<file path="src/rtl/dut_arbiter.sv">
// Two-requester round-robin front end for a start/next engine with a response
// channel and a per-transaction timeout.
module dut_arbiter #(
    parameter int unsigned TIMEOUT = 1024
) (
    input  logic        CLK,
    input  logic        RST,

    input  logic        req0_valid,
    input  logic [31:0] req0_k,
    output logic        req0_ready,

    input  logic        req1_valid,
    input  logic [31:0] req1_k,
    output logic        req1_ready,

    output logic        rsp_valid,
    input  logic        rsp_ready,
    output logic [31:0] rsp_data,
    output logic        rsp_id,
    output logic        rsp_err,

    output logic        EN_start,
    input  logic        RDY_start,
    output logic [31:0] next_k,
    output logic        EN_next,
    input  logic [31:0] next,
    input  logic        RDY_next,

    output logic        busy
);

    typedef enum logic [1:0] {
        IDLE  = 2'd0,
        START = 2'd1,
        NEXT  = 2'd2,
        RESP  = 2'd3
    } state_t;

    localparam logic [31:0] TIMEOUT_LAST = 32'(TIMEOUT - 1);

    state_t      state;
    state_t      state_nxt;

    logic        last_id;
    logic        id_q;
    logic [31:0] k_q;
    logic [31:0] cnt;
    logic [31:0] rsp_data_q;
    logic        rsp_err_q;

    logic        any_valid;
    logic        grant_id;
    logic        accept;
    logic        start_hs;
    logic        next_hs;
    logic        timed_out;
    logic        rsp_done;
    logic        waiting;

    // With both valid, the requester not served last wins; otherwise the single
    // valid one is taken.
    assign any_valid = req0_valid | req1_valid;
    assign grant_id  = (req0_valid & req1_valid) ? ~last_id : req1_valid;
    assign waiting   = (state == START) || (state == NEXT);

    always_comb begin
        state_nxt  = state;
        req0_ready = 1'b0;
        req1_ready = 1'b0;
        EN_start   = 1'b0;
        EN_next    = 1'b0;
        next_k     = '0;
        rsp_valid  = 1'b0;
        accept     = 1'b0;
        start_hs   = 1'b0;
        next_hs    = 1'b0;
        timed_out  = 1'b0;
        rsp_done   = 1'b0;

        case (state)
            IDLE: begin
                // Gated by RST so nothing is acknowledged while reset is held.
                if (any_valid && !RST) begin
                    accept     = 1'b1;
                    req0_ready = ~grant_id;
                    req1_ready = grant_id;
                    state_nxt  = START;
                end
            end

            START: begin
                EN_start = RDY_start;
                if (RDY_start) begin
                    start_hs  = 1'b1;
                    state_nxt = NEXT;
                end else if (cnt == TIMEOUT_LAST) begin
                    timed_out = 1'b1;
                    state_nxt = RESP;
                end
            end

            NEXT: begin
                next_k  = k_q;
                EN_next = RDY_next;
                if (RDY_next) begin
                    next_hs   = 1'b1;
                    state_nxt = RESP;
                end else if (cnt == TIMEOUT_LAST) begin
                    timed_out = 1'b1;
                    state_nxt = RESP;
                end
            end

            RESP: begin
                rsp_valid = 1'b1;
                if (rsp_ready) begin
                    rsp_done  = 1'b1;
                    state_nxt = IDLE;
                end
            end

            default: state_nxt = IDLE;
        endcase
    end

    always_ff @(posedge CLK or posedge RST) begin
        if (RST) begin
            state <= IDLE;
        end else begin
            state <= state_nxt;
        end
    end

    always_ff @(posedge CLK or posedge RST) begin
        if (RST) begin
            last_id    <= 1'b1;
            id_q       <= 1'b0;
            k_q        <= '0;
            cnt        <= '0;
            rsp_data_q <= '0;
            rsp_err_q  <= 1'b0;
        end else begin
            if (accept) begin
                k_q  <= grant_id ? req1_k : req0_k;
                id_q <= grant_id;
            end

            if (accept || start_hs) begin
                cnt <= '0;
            end else if (waiting && !next_hs) begin
                cnt <= cnt + 32'd1;
            end

            if (next_hs) begin
                rsp_data_q <= next;
                rsp_err_q  <= 1'b0;
            end else if (timed_out) begin
                rsp_data_q <= '0;
                rsp_err_q  <= 1'b1;
            end

            if (rsp_done) begin
                last_id <= id_q;
            end
        end
    end

    assign rsp_data = rsp_data_q;
    assign rsp_id   = id_q;
    assign rsp_err  = rsp_err_q;
    assign busy     = (state != IDLE);

endmodule

</file>
<file path="config.mk">
export PLATFORM = sky130hd
export DESIGN_NAME = dut_arbiter
export DESIGN_NICKNAME = d
export VERILOG_FILES = /design/src/rtl/dut_arbiter.sv
export SDC_FILE = /design/constraint.sdc
export NUM_CORES = 1
export LEC_CHECK = 0
export ABC_AREA = 0
export BUFFER_PORTS_ARGS = -buffer_cell sky130_fd_sc_hd__buf_2
export CAP_MARGIN = 20
export CORE_MARGIN = 5
export CORE_UTILIZATION = 46
export DETAILED_ROUTE_END_ITERATION = 12
export PLACE_DENSITY = 0.77
export SLEW_MARGIN = 30
export SYNTH_ARGS = -nofsm -noshare
export SYNTH_HDL_FRONTEND = slang
export SYNTH_SLANG_ARGS = --single-unit
</file>
<file path="constraint.sdc">
create_clock -name CLK -period 3.28 [get_ports CLK]
set_clock_uncertainty 0.05 [all_clocks]
set_input_delay 0.656 -clock CLK [delete_from_list [all_inputs] [get_ports CLK]]
set_output_delay 0.656 -clock CLK [all_outputs]
set_load 0.1 [all_outputs]
</file>
==> results of run 1 <==
==> cells in the mapped netlist, types with 2 or more instances <==
master	count	area [um2]
clkbuf_1	28	105
nand4_1	6	37.5
inv_1	11	41.3
mux2i_1	41	410
nor2b_1	3	18.8
o2111ai_1	4	35.0
o31ai_1	9	67.6
xor2_1	6	52.6
nand3_1	6	30.0
buf_6	3	33.8
o21ai_0	41	205
nor4_1	11	68.8
or4_1	9	67.6
and3_1	3	18.8
or3_1	7	43.8
buf_2	2	10.0
a21oi_1	48	240
nand2_1	121	454
and4_1	5	43.8
nor2_1	14	52.6
ha_1	6	75.1
nand2b_1	8	50.1
dfrtp_1	100	2500
and2_1	35	219
o211ai_1	3	22.5
==> worst max path at each step <==
| stage | from | depth (start not counted) | slack, ns | endpoint |
|---|---|---|---|---|
| floorplan | RST | 5 | 0.38 | req0_ready |
| global placement | RST | 4 | 0.90 | req1_ready |
| detailed placement | RST | 4 | 0.89 | req1_ready |
| CTS | state[0] | 5 | 0.51 | next_k[0] |
| global route | state[0] | 5 | 0.36 | next_k[30] |
| finish | state[0] | 5 | 0.52 | next_k[30] |
==> layer usage <==
metal / wire, um / GRT usage, % / vias to the layer above
li1: - / - / 2243
met1: 5320 / 24.2 / 2173
met3: 936 / 3.53 / 23
met4: 328 / 7.28 / 0
met2: 6340 / 32.2 / 165
met5: 0 / 0 / -
==> power by group through the flow <==
stage	Sequential [mW]	Combinational, mW	Clock [mW]
4_1_cts	1.90	3.54	0.840
5_1_grt	1.95	3.72	0.890
3_5_place_dp	1.93	3.54	0
2_1_floorplan	3.33	1.43	0
3_3_place_gp	1.91	3.48	0
6_report	1.90	3.53	0.820
==> flip-flops by register name, indices dropped and copies added, names as in the netlist <==
signal,flops
state,2
rsp_id,1
k_q,32
rsp_data,32
rsp_err,1
last_id,1
cnt,32
==> cell type report <==
class                           count  area share, %
Inverter                           11          0.701
Sequential cell                   101           39.4
Multi-Input combinational cell    405           37.4
Timing Repair Buffer              191           16.4
Clock inverter                      7           1.44
Tap cell                          140           2.73
Clock buffer                        9           1.93
==> cell families (layout without fill, tap and decap cells) <==
group | count (synthesis) | in the layout
simple gates | 236 | 236
compound gates | 114 | 114
flops | 101 | 101
buf+inv | 44 | 218
mux | 42 | 42
xor+xnor | 7 | 7
fa+ha+maj | 6 | 6
==> through the flow <==
step	hold WS (ns)	setup slack [ns]	cells	power, mW	utilization [%]
floorplan	0.392	0.378	550	4.77	-
global placement	0.410	0.903	847	5.39	57.1
detailed placement	0.414	0.886	847	5.46	57.1
CTS	0.436	0.511	863	6.28	59.1
global route	0.227	0.358	864	6.55	59.2
finish	0.213	0.522	864	6.25	59.2
==> flow_summary_export.csv, run 1 <==
group,metric,value,unit
finish,fin_nets,828,
placement,hpwl,9870,um
synth,yosysWarnings,0,
timing,final_max_slew_viol_count,0,
floorplanning,coreArea,0.0108,mm2
synth,synth-xor-area-share,1.20,%
synth,syn_inst,550,
finish,area_delta_synth_final,25.8,%
global_routing,overflow,0,
clock_network,ctsResizeCount,0,
clock_network,ctsHtreeMaxLevel,3,
finish,drive_gt1_share,30.5,%
synth,ys_ff_latch,101,
routing,num_vias,4604,
pwr,switching_share,56.8,%
timing,fin_crit,2.76,ns
synth,synthMuxAreaShare,8.26,%
global_routing,antenna_found_initial,0,
floorplanning,start_util,47.1,%
routing,wire_per_inst,15.0,um
finish,mostFrequentLayoutCells,"172 x buf_2, 120 x nand2_1, 100 x dfrtp_1",
floorplanning,dieWidth,115,um
synth,synth_fa_ha_area_share,1.47,%
pwr,combPwrFrac,56.4,%
synth,syn_avg_cell_area,9.28,um2
finish,n_antenna_cell,0,
global_routing,grt_first_pass_wirelength,20600,um
finish,final_common_cell,"buf_2",
routing,dr.pass1.iters,4,
pwr,p_clk_share,13.1,%
clock_network,clkLatencyLatePin,0.36,ns
global_routing,grt_max_degree,60,
clock_network,cts_tree,"done",
finish,multi_input_area,0.00240,mm2
synth,async_flop_share,100,%
synth,yosysSeqAreaShare,49.5,%
routing,drtAntennaViolNets,0,
setup_path,r2r_cells,5,
timing,rsz0062_at_grt,"no",
routing,routed_via_density,5.33,
flow_run,drv_cap,0,
finish,regArea,0.00253,mm2
synth,synth_flop_cell,"dfrtp_1",
pwr,p_int,2.70,mW
timing,tightest_slew,0.641,ns
setup_path,r2r-end,"rsp_data[1]",
setup_path,worstPathCellList,"inv_1 -> ha_1 -> buf_4 -> and2_1 -> buf_2",
pwr,powerDensity,972,mW/mm2
placement,placed_area,0.00619,mm2
floorplanning,die_area,0.0133,mm2
placement,gp_congestion,0.818,
setup_path,critPathMaxFanout,34,
pwr,pwr-share-seq,30.4,%
synth,synth.cell_area,0.00511,mm2
synth,synth.net_count,659,
setup_path,cp_top_family,"buffers and inverters",
timing,finalHoldViolCount,0,
setup_path,crit_path_start_kind,"flop",
floorplanning,io-pin-count,175,
worst_hold_path,hold_path.class,"in2async",
routing,routed_wirelength,12900,um
routing,drt-initial-drc-count,279,
timing,period_share,84.1,%
floorplanning,die_y,115,um
floorplanning,rows,38,
pwr,ir_drop,0.000906,V
setup_path,r2r_start,"cnt[18]",
synth,synth-compound-area-share,12.6,%
pwr,p_switching,3.54,mW
setup_path,slowest_delay,0.44,ns
finish,n_fill_cell,915,
timing,final-setup-viol-count,0,
timing,fmax,363,MHz
clock_network,clockBufferDepth,2,
clock_network,hold_buffers,0,
synth,synth-simple-area-share,23.2,%
global_routing,grt_pass1_vias,4397,
setup_path,required,2.57,ns
placement,io_buffers,174,
pwr,total_leakage_power,3.21,nW
synth,synth_cell_types,45,
clock_network,cts_setup_buffers,0,
outcome,outcome,"finished, final reports clean",
clock_network,cts_made_buffers,9,
clock_network,cts_root_buf,"clkbuf_8",
synth,synth_edf_count,0,
clock_network,clkSinkCount,101,
setup_path,worst-path-buf-inv,3,
setup_path,critical_path_class,"reg2out",
setup_path,crit_path_top_delay_cell,"dfrtp_1",
setup_path,cp.arrival,2.05,ns
finish,design_area,0.00642,mm2
routing,drc,0,
synth,synth_top_family_by_area,"simple AND/OR/NAND/NOR gates",
timing,max-slew-margin-rel,57.1,%
clock_network,path_clk_slew,0.11,ns
setup_path,r2r_slack,0.93,ns
timing,setup-tns-final,0,ns
setup_path,crit_path_end_kind,"primary output",
global_routing,grt_use_total,19.0,%
(Power assumes the default switching activity.)
==> inputs of run 2 (changes only) <==
--- a/config.mk
+++ b/config.mk
@@ -5,13 +5,13 @@
 export SDC_FILE = /design/constraint.sdc
 export NUM_CORES = 1
 export LEC_CHECK = 0
-export ABC_AREA = 0
+export ABC_AREA = 1
 export BUFFER_PORTS_ARGS = -buffer_cell sky130_fd_sc_hd__buf_2
 export CAP_MARGIN = 20
 export CORE_MARGIN = 5
-export CORE_UTILIZATION = 46
+export CORE_UTILIZATION = 51
 export DETAILED_ROUTE_END_ITERATION = 12
-export PLACE_DENSITY = 0.77
+export PLACE_DENSITY = 0.8
 export SLEW_MARGIN = 30
 export SYNTH_ARGS = -nofsm -noshare
 export SYNTH_HDL_FRONTEND = slang
==> constraint.sdc (replaced) <==
create_clock -name CLK -period 2.8 [get_ports CLK]
set_clock_uncertainty 0.05 [all_clocks]
set_input_delay 0.56 -clock CLK [delete_from_list [all_inputs] [get_ports CLK]]
set_output_delay 0.56 -clock CLK [all_outputs]
set_load 0.1 [all_outputs]
==> flow_summary_export.csv, run 2 <==
group,metric,value,unit
timing,tightest_slew,0.509,ns
routing,dr.pass1.iters,5,
timing,period_share,93.5,%
synth,synth-simple-area-share,37.1,%
synth,synth_flop_cell,"dfrtp_1",
floorplanning,dieWidth,112,um
global_routing,grt_use_total,24.8,%
clock_network,path_clk_slew,0.10,ns
routing,drc,0,
synth,synth_area_leader_cell,"dfrtp_1",
synth,yosysWarnings,0,
synth,synth.net_count,864,
pwr,p_switching,4.45,mW
clock_network,clkSinkCount,101,
timing,fmax,382,MHz
timing,setup_slack,0.181,ns
placement,gp_congestion,0.909,
clock_network,ctsHtreeMaxLevel,3,
synth,async_flop_share,100,%
placement,post-place-ws,0.514,ns
timing,fin_crit,2.62,ns
synth,yosys.area.top_type_share,46.9,%
pwr,switching_share,56.8,%
setup_path,r2r-end,"cnt[18]",
synth,synthMuxAreaShare,0,%
finish,drive_gt1_share,23.8,%
global_routing,overflow,0,
flow_run,drv_cap,0,
finish,utilization,68.7,%
routing,num_vias,5220,
synth,yosysMostFrequentCell,"nand2_1",
pwr,combPwrFrac,59.3,%
floorplanning,die_area,0.0126,mm2
timing,setup-tns-final,0,ns
worst_hold_path,hold_path.class,"in2async",
setup_path,r2r_cells,10,
pwr,total_leakage_power,3.94,nW
setup_path,required,2.19,ns
synth,yosysSeqAreaShare,47.4,%
synth,synth-xor-area-share,0.164,%
global_routing,antenna_found_initial,2,
clock_network,hold_buffers,0,
setup_path,r2r_slack,0.65,ns
synth,ys_ff_latch,101,
finish,layout.cells.non_filler,1066,
timing,final-setup-viol-count,0,
placement,post-place-cells,1050,
pwr,power.total,7.83,mW
synth,syn_avg_cell_area,7.07,um2
clock_network,cts_root_buf,"clkbuf_8",
floorplanning,io-pin-count,175,
global_routing,grt_first_pass_wirelength,25400,um
placement,io_buffers,174,
clock_network,clockBufferDepth,2,
synth,yosys-top-cells-area,"dfrtp_1 47%, nand2_1 23%, inv_1 6.7%",
timing,final_max_slew_viol_count,0,
setup_path,critical_path_class,"reg2out",
routing,routed_wirelength,15100,um
timing,rsz0062_at_grt,"no",
synth,synth_cell_types,29,
timing,timing.hold.ws,0.137,ns
synth,syn_inst,755,
floorplanning,start_util,51.9,%
global_routing,grt_max_degree,37,
synth,synth_fa_ha_area_share,1.41,%
finish,area_delta_synth_final,32.3,%
timing,finalHoldViolCount,0,
synth,synth.cell_area,0.00534,mm2
synth,synth_top_family_by_area,"simple AND/OR/NAND/NOR gates",
placement,hpwl,11500,um
clock_network,cts_made_buffers,9,
setup_path,crit_path_start_kind,"flop",
setup_path,crit_path_end_kind,"primary output",
pwr,p_int,3.38,mW
global_routing,grt_pass1_vias,5237,
clock_network,clkLatencyLatePin,0.37,ns
finish,mostFrequentLayoutCells,"331 x nand2_1, 139 x buf_2, 100 x dfrtp_1",
floorplanning,die_y,112,um
routing,routed_via_density,4.90,
finish,design_area,0.00706,mm2
clock_network,cts_tree,"done",
placement,placed_area,0.00686,mm2
floorplanning,coreArea,0.0103,mm2
setup_path,critPathMaxFanout,32,
synth,synth_edf_count,0,
routing,wire_per_inst,14.2,um
pwr,ir_drop,0.000862,V
pwr,p_clk_share,12.2,%
pwr,pwr-share-seq,28.4,%
setup_path,cp.arrival,2.01,ns
timing,max-slew-margin-rel,66.3,%
setup_path,r2r_start,"state[0]",
synth,synth-compound-area-share,4.34,%
pwr,powerDensity,1110,mW/mm2
finish,n_antenna_cell,0,
routing,drt-initial-drc-count,305,
synth,ys_top_cells_by_count,"331 x nand2_1, 100 x dfrtp_1, 95 x inv_1",
floorplanning,rows,37,
outcome,outcome,"finished, final reports clean",
routing,drtAntennaViolNets,0,
finish,fin_nets,1034,
finish,final_common_cell,"nand2_1",
[run 2: cell types whose count changed in the layout (fill, tap and decap cells not counted), moves of 24 or more]
cell and change:
buf_2 -33, a21oi_1 -33, buf_12 +33, nand2_1 +211, and2_1 -35, o21ai_0 -24, mux2i_1 -41, nand3_1 +42
inv_1 +84, nor2_1 +54
[run 2: repair_timing]
action | CTS | global route
endpoints found under the hold margin | 0 | 0
resized for setup | 0 | 1
buffers inserted | 0 | 0
setup endpoints to repair | 0 | 1
[run 2: layout make-up]
class                           count  area (um2)
Clock buffer                       12         145
Fill cell                         867        3210
Inverter                           98         372
Clock inverter                      4        55.1
Timing Repair Buffer              183        1490
Tap cell                          136         170
Multi-Input combinational cell    532        2300
Sequential cell                   101        2530
[run 2: critical path, cell delays in order, from the launching register on]
cell	delay, ns
dfrtp_1	0.44
inv_1	0.14
ha_1	0.25
buf_4	0.36
nand2_1	0.13
inv_1	0.13
buf_12	0.18
[run 2: kinds of logic after synthesis]
group / Yosys count
AO/OA/AOI/OAI: 42
XOR/XNOR: 1
adder cells (fa/ha/maj): 6
buffers and inverters: 122
flip-flops: 101
AND/OR/NAND/NOR: 483
[run 2: worst max-delay path by stage]
stage	slack, ns	startpoint	end
6_report	0.18	state[0]	next_k[25]
3_5_place_dp	0.51	RST	req1_ready
4_1_cts	0.16	state[0]	next_k[25]
5_1_grt	0.05	state[0]	next_k[27]
3_3_place_gp	0.55	RST	req1_ready
2_1_floorplan	0.15	state[0]	EN_next
[run 2: per-layer routing]
layer	wire, um	global-route usage, %
met2	7470	41.2
met4	334	7.37
met3	1430	9.43
met5	21	0
met1	5900	30.0
[run 2: power groups by stage]
stage | combinational, mW | clock [mW] | sequential, mW
2_1_floorplan | 1.89 | 0 | 3.91
3_3_place_gp | 4.60 | 0 | 2.22
3_5_place_dp | 4.66 | 0 | 2.24
4_1_cts | 4.66 | 0.980 | 2.22
5_1_grt | 4.91 | 1.03 | 2.29
6_report | 4.65 | 0.957 | 2.23
==> inputs of run 3 (changes only) <==
--- a/config.mk
+++ b/config.mk
@@ -5,13 +5,12 @@
 export SDC_FILE = /design/constraint.sdc
 export NUM_CORES = 1
 export LEC_CHECK = 0
-export ABC_AREA = 1
 export BUFFER_PORTS_ARGS = -buffer_cell sky130_fd_sc_hd__buf_2
 export CAP_MARGIN = 20
 export CORE_MARGIN = 5
 export CORE_UTILIZATION = 51
 export DETAILED_ROUTE_END_ITERATION = 12
-export PLACE_DENSITY = 0.8
+export PLACE_DENSITY = 0.81
 export SLEW_MARGIN = 30
 export SYNTH_ARGS = -nofsm -noshare
 export SYNTH_HDL_FRONTEND = slang
==> flow_summary_export.csv, run 3 (synthesis results as in run 1) <==
group,metric,value,unit
placement,post-place-cells,838,
timing,finalHoldViolCount,0,
clock_network,cts_setup_buffers,0,
clock_network,clkLatencyLatePin,0.37,ns
global_routing,antenna_found_initial,0,
clock_network,path_clk_slew,0.10,ns
timing,max-slew-margin-rel,55.9,%
floorplanning,dieWidth,110,um
clock_network,hold_buffers,0,
routing,num_vias,4619,
global_routing,grt_pass1_vias,4635,
timing,final_max_slew_viol_count,0,
routing,routed_wirelength,14100,um
worst_hold_path,hold_path.class,"in2async",
placement,post-place-ws,0.435,ns
pwr,power.total,7.54,mW
outcome,outcome,"finished, final reports clean",
placement,io_buffers,174,
setup_path,worstPathCellList,"inv_1 -> ha_1 -> buf_4 -> and2_1 -> buf_12",
floorplanning,rows,36,
finish,fin_nets,825,
clock_network,ctsResizeCount,0,
setup_path,required,2.19,ns
setup_path,critPathMaxFanout,33,
placement,hpwl,10700,um
global_routing,grt_first_pass_wirelength,22200,um
floorplanning,die_area,0.0121,mm2
floorplanning,start_util,52.2,%
routing,drt-initial-drc-count,268,
global_routing,grt_max_degree,67,
global_routing,grt_use_total,23.4,%
finish,area_delta_synth_final,34.1,%
floorplanning,io-pin-count,175,
floorplanning,coreArea,0.00977,mm2
finish,layout.cells.non_filler,854,
timing,fin_crit,2.56,ns
setup_path,crit_path_start_kind,"flop",
finish,n_antenna_cell,0,
timing,fmax,391,MHz
routing,wire_per_inst,16.5,um
setup_path,crit_path_end_kind,"primary output",
timing,setup-tns-final,0,ns
clock_network,ctsHtreeMaxLevel,3,
clock_network,cts_root_buf,"clkbuf_8",
finish,mostFrequentLayoutCells,"140 x buf_2, 120 x nand2_1, 100 x dfrtp_1",
clock_network,clkSinkCount,101,
routing,drtAntennaViolNets,0,
setup_path,critical_path_class,"reg2out",
clock_network,clockBufferDepth,2,
finish,drive_gt1_share,30.0,%
clock_network,cts_made_buffers,9,
clock_network,cts_tree,"done",
routing,routed_via_density,5.41,
setup_path,cp.arrival,1.95,ns
timing,final-setup-viol-count,0,
flow_run,drv_cap,0,
routing,drc,0,
timing,setup_slack,0.243,ns
placement,gp_congestion,0.855,
timing,period_share,91.3,%
setup_path,slowest_delay,0.44,ns
pwr,total_leakage_power,3.26,nW
pwr,ir_drop,0.000884,V
timing,rsz0062_at_grt,"no",
timing,tightest_slew,0.660,ns
pwr,powerDensity,1100,mW/mm2
setup_path,crit_path_top_delay_cell,"dfrtp_1",
routing,dr.pass1.iters,4,
global_routing,overflow,0,
floorplanning,die_y,110,um
finish,final_common_cell,"buf_2",
## run 3: path summary, 6_finish.rpt
kind / startpoint / end / slack, ns / depth (start not counted)
worst max-delay path: state[0] / next_k[1] / 0.24 / 5
worst min-delay path: RST / rsp_data[12] / 0.24 / 2
worst max register to register: state[0] / cnt[18] / 0.36 / 6
worst min register to register: k_q[25] / k_q[25] / 0.43 / 2
max in group asynchronous: RST / last_id / 1.76 / 3
min in group CLK: next[10] / rsp_data[10] / 0.36 / 3
## run 3: metal layers
| metal | part of all wire, % | vias to the layer above | global-route usage (%) |
|---|---|---|---|
| met5 | 0 | - | 0 |
| met4 | 1.5 | 0 | 5.88 |
| met3 | 7.5 | 20 | 6.06 |
| met2 | 53 | 157 | 43.0 |
| met1 | 38 | 2210 | 26.9 |
| li1 | - | 2232 | - |
## run 3: critical path: cells and delay by family, from the launching register on
kind	cells	cell delay, ns
buffers and inverters	3	0.63
flip-flops	1	0.44
adder cells (fa/ha/maj)	1	0.25
AND/OR/NAND/NOR	1	0.23
## run 3: metrics by stage
step	instance area [um2]	utilization (%)	hold slack [ns]
2_1_floorplan	5110	-	0.392
3_3_place_gp	6660	68.1	0.406
3_5_place_dp	6660	68.1	0.412
4_1_cts	6850	70.1	0.250
5_1_grt	6850	70.1	0.276
6_report	6850	70.1	0.241
## run 3: layout make-up
| cell class | count | area, um2 |
|---|---|---|
| well taps | 133 | 166 |
| multi-input cells | 405 | 2400 |
| clock buffers | 11 | 131 |
| inverters | 11 | 45.0 |
| fillers | 700 | 2930 |
| repair buffers | 188 | 1510 |
| clock inverters | 5 | 61.3 |
| flip-flops and latches | 101 | 2530 |
## run 3: power by group
group	leakage (nW)	internal [mW]	switching, mW
clock	0.0858	0.416	0.502
sequential	1.31	1.95	0.268
combinational	1.87	0.982	3.42
total	3.26	3.35	4.19
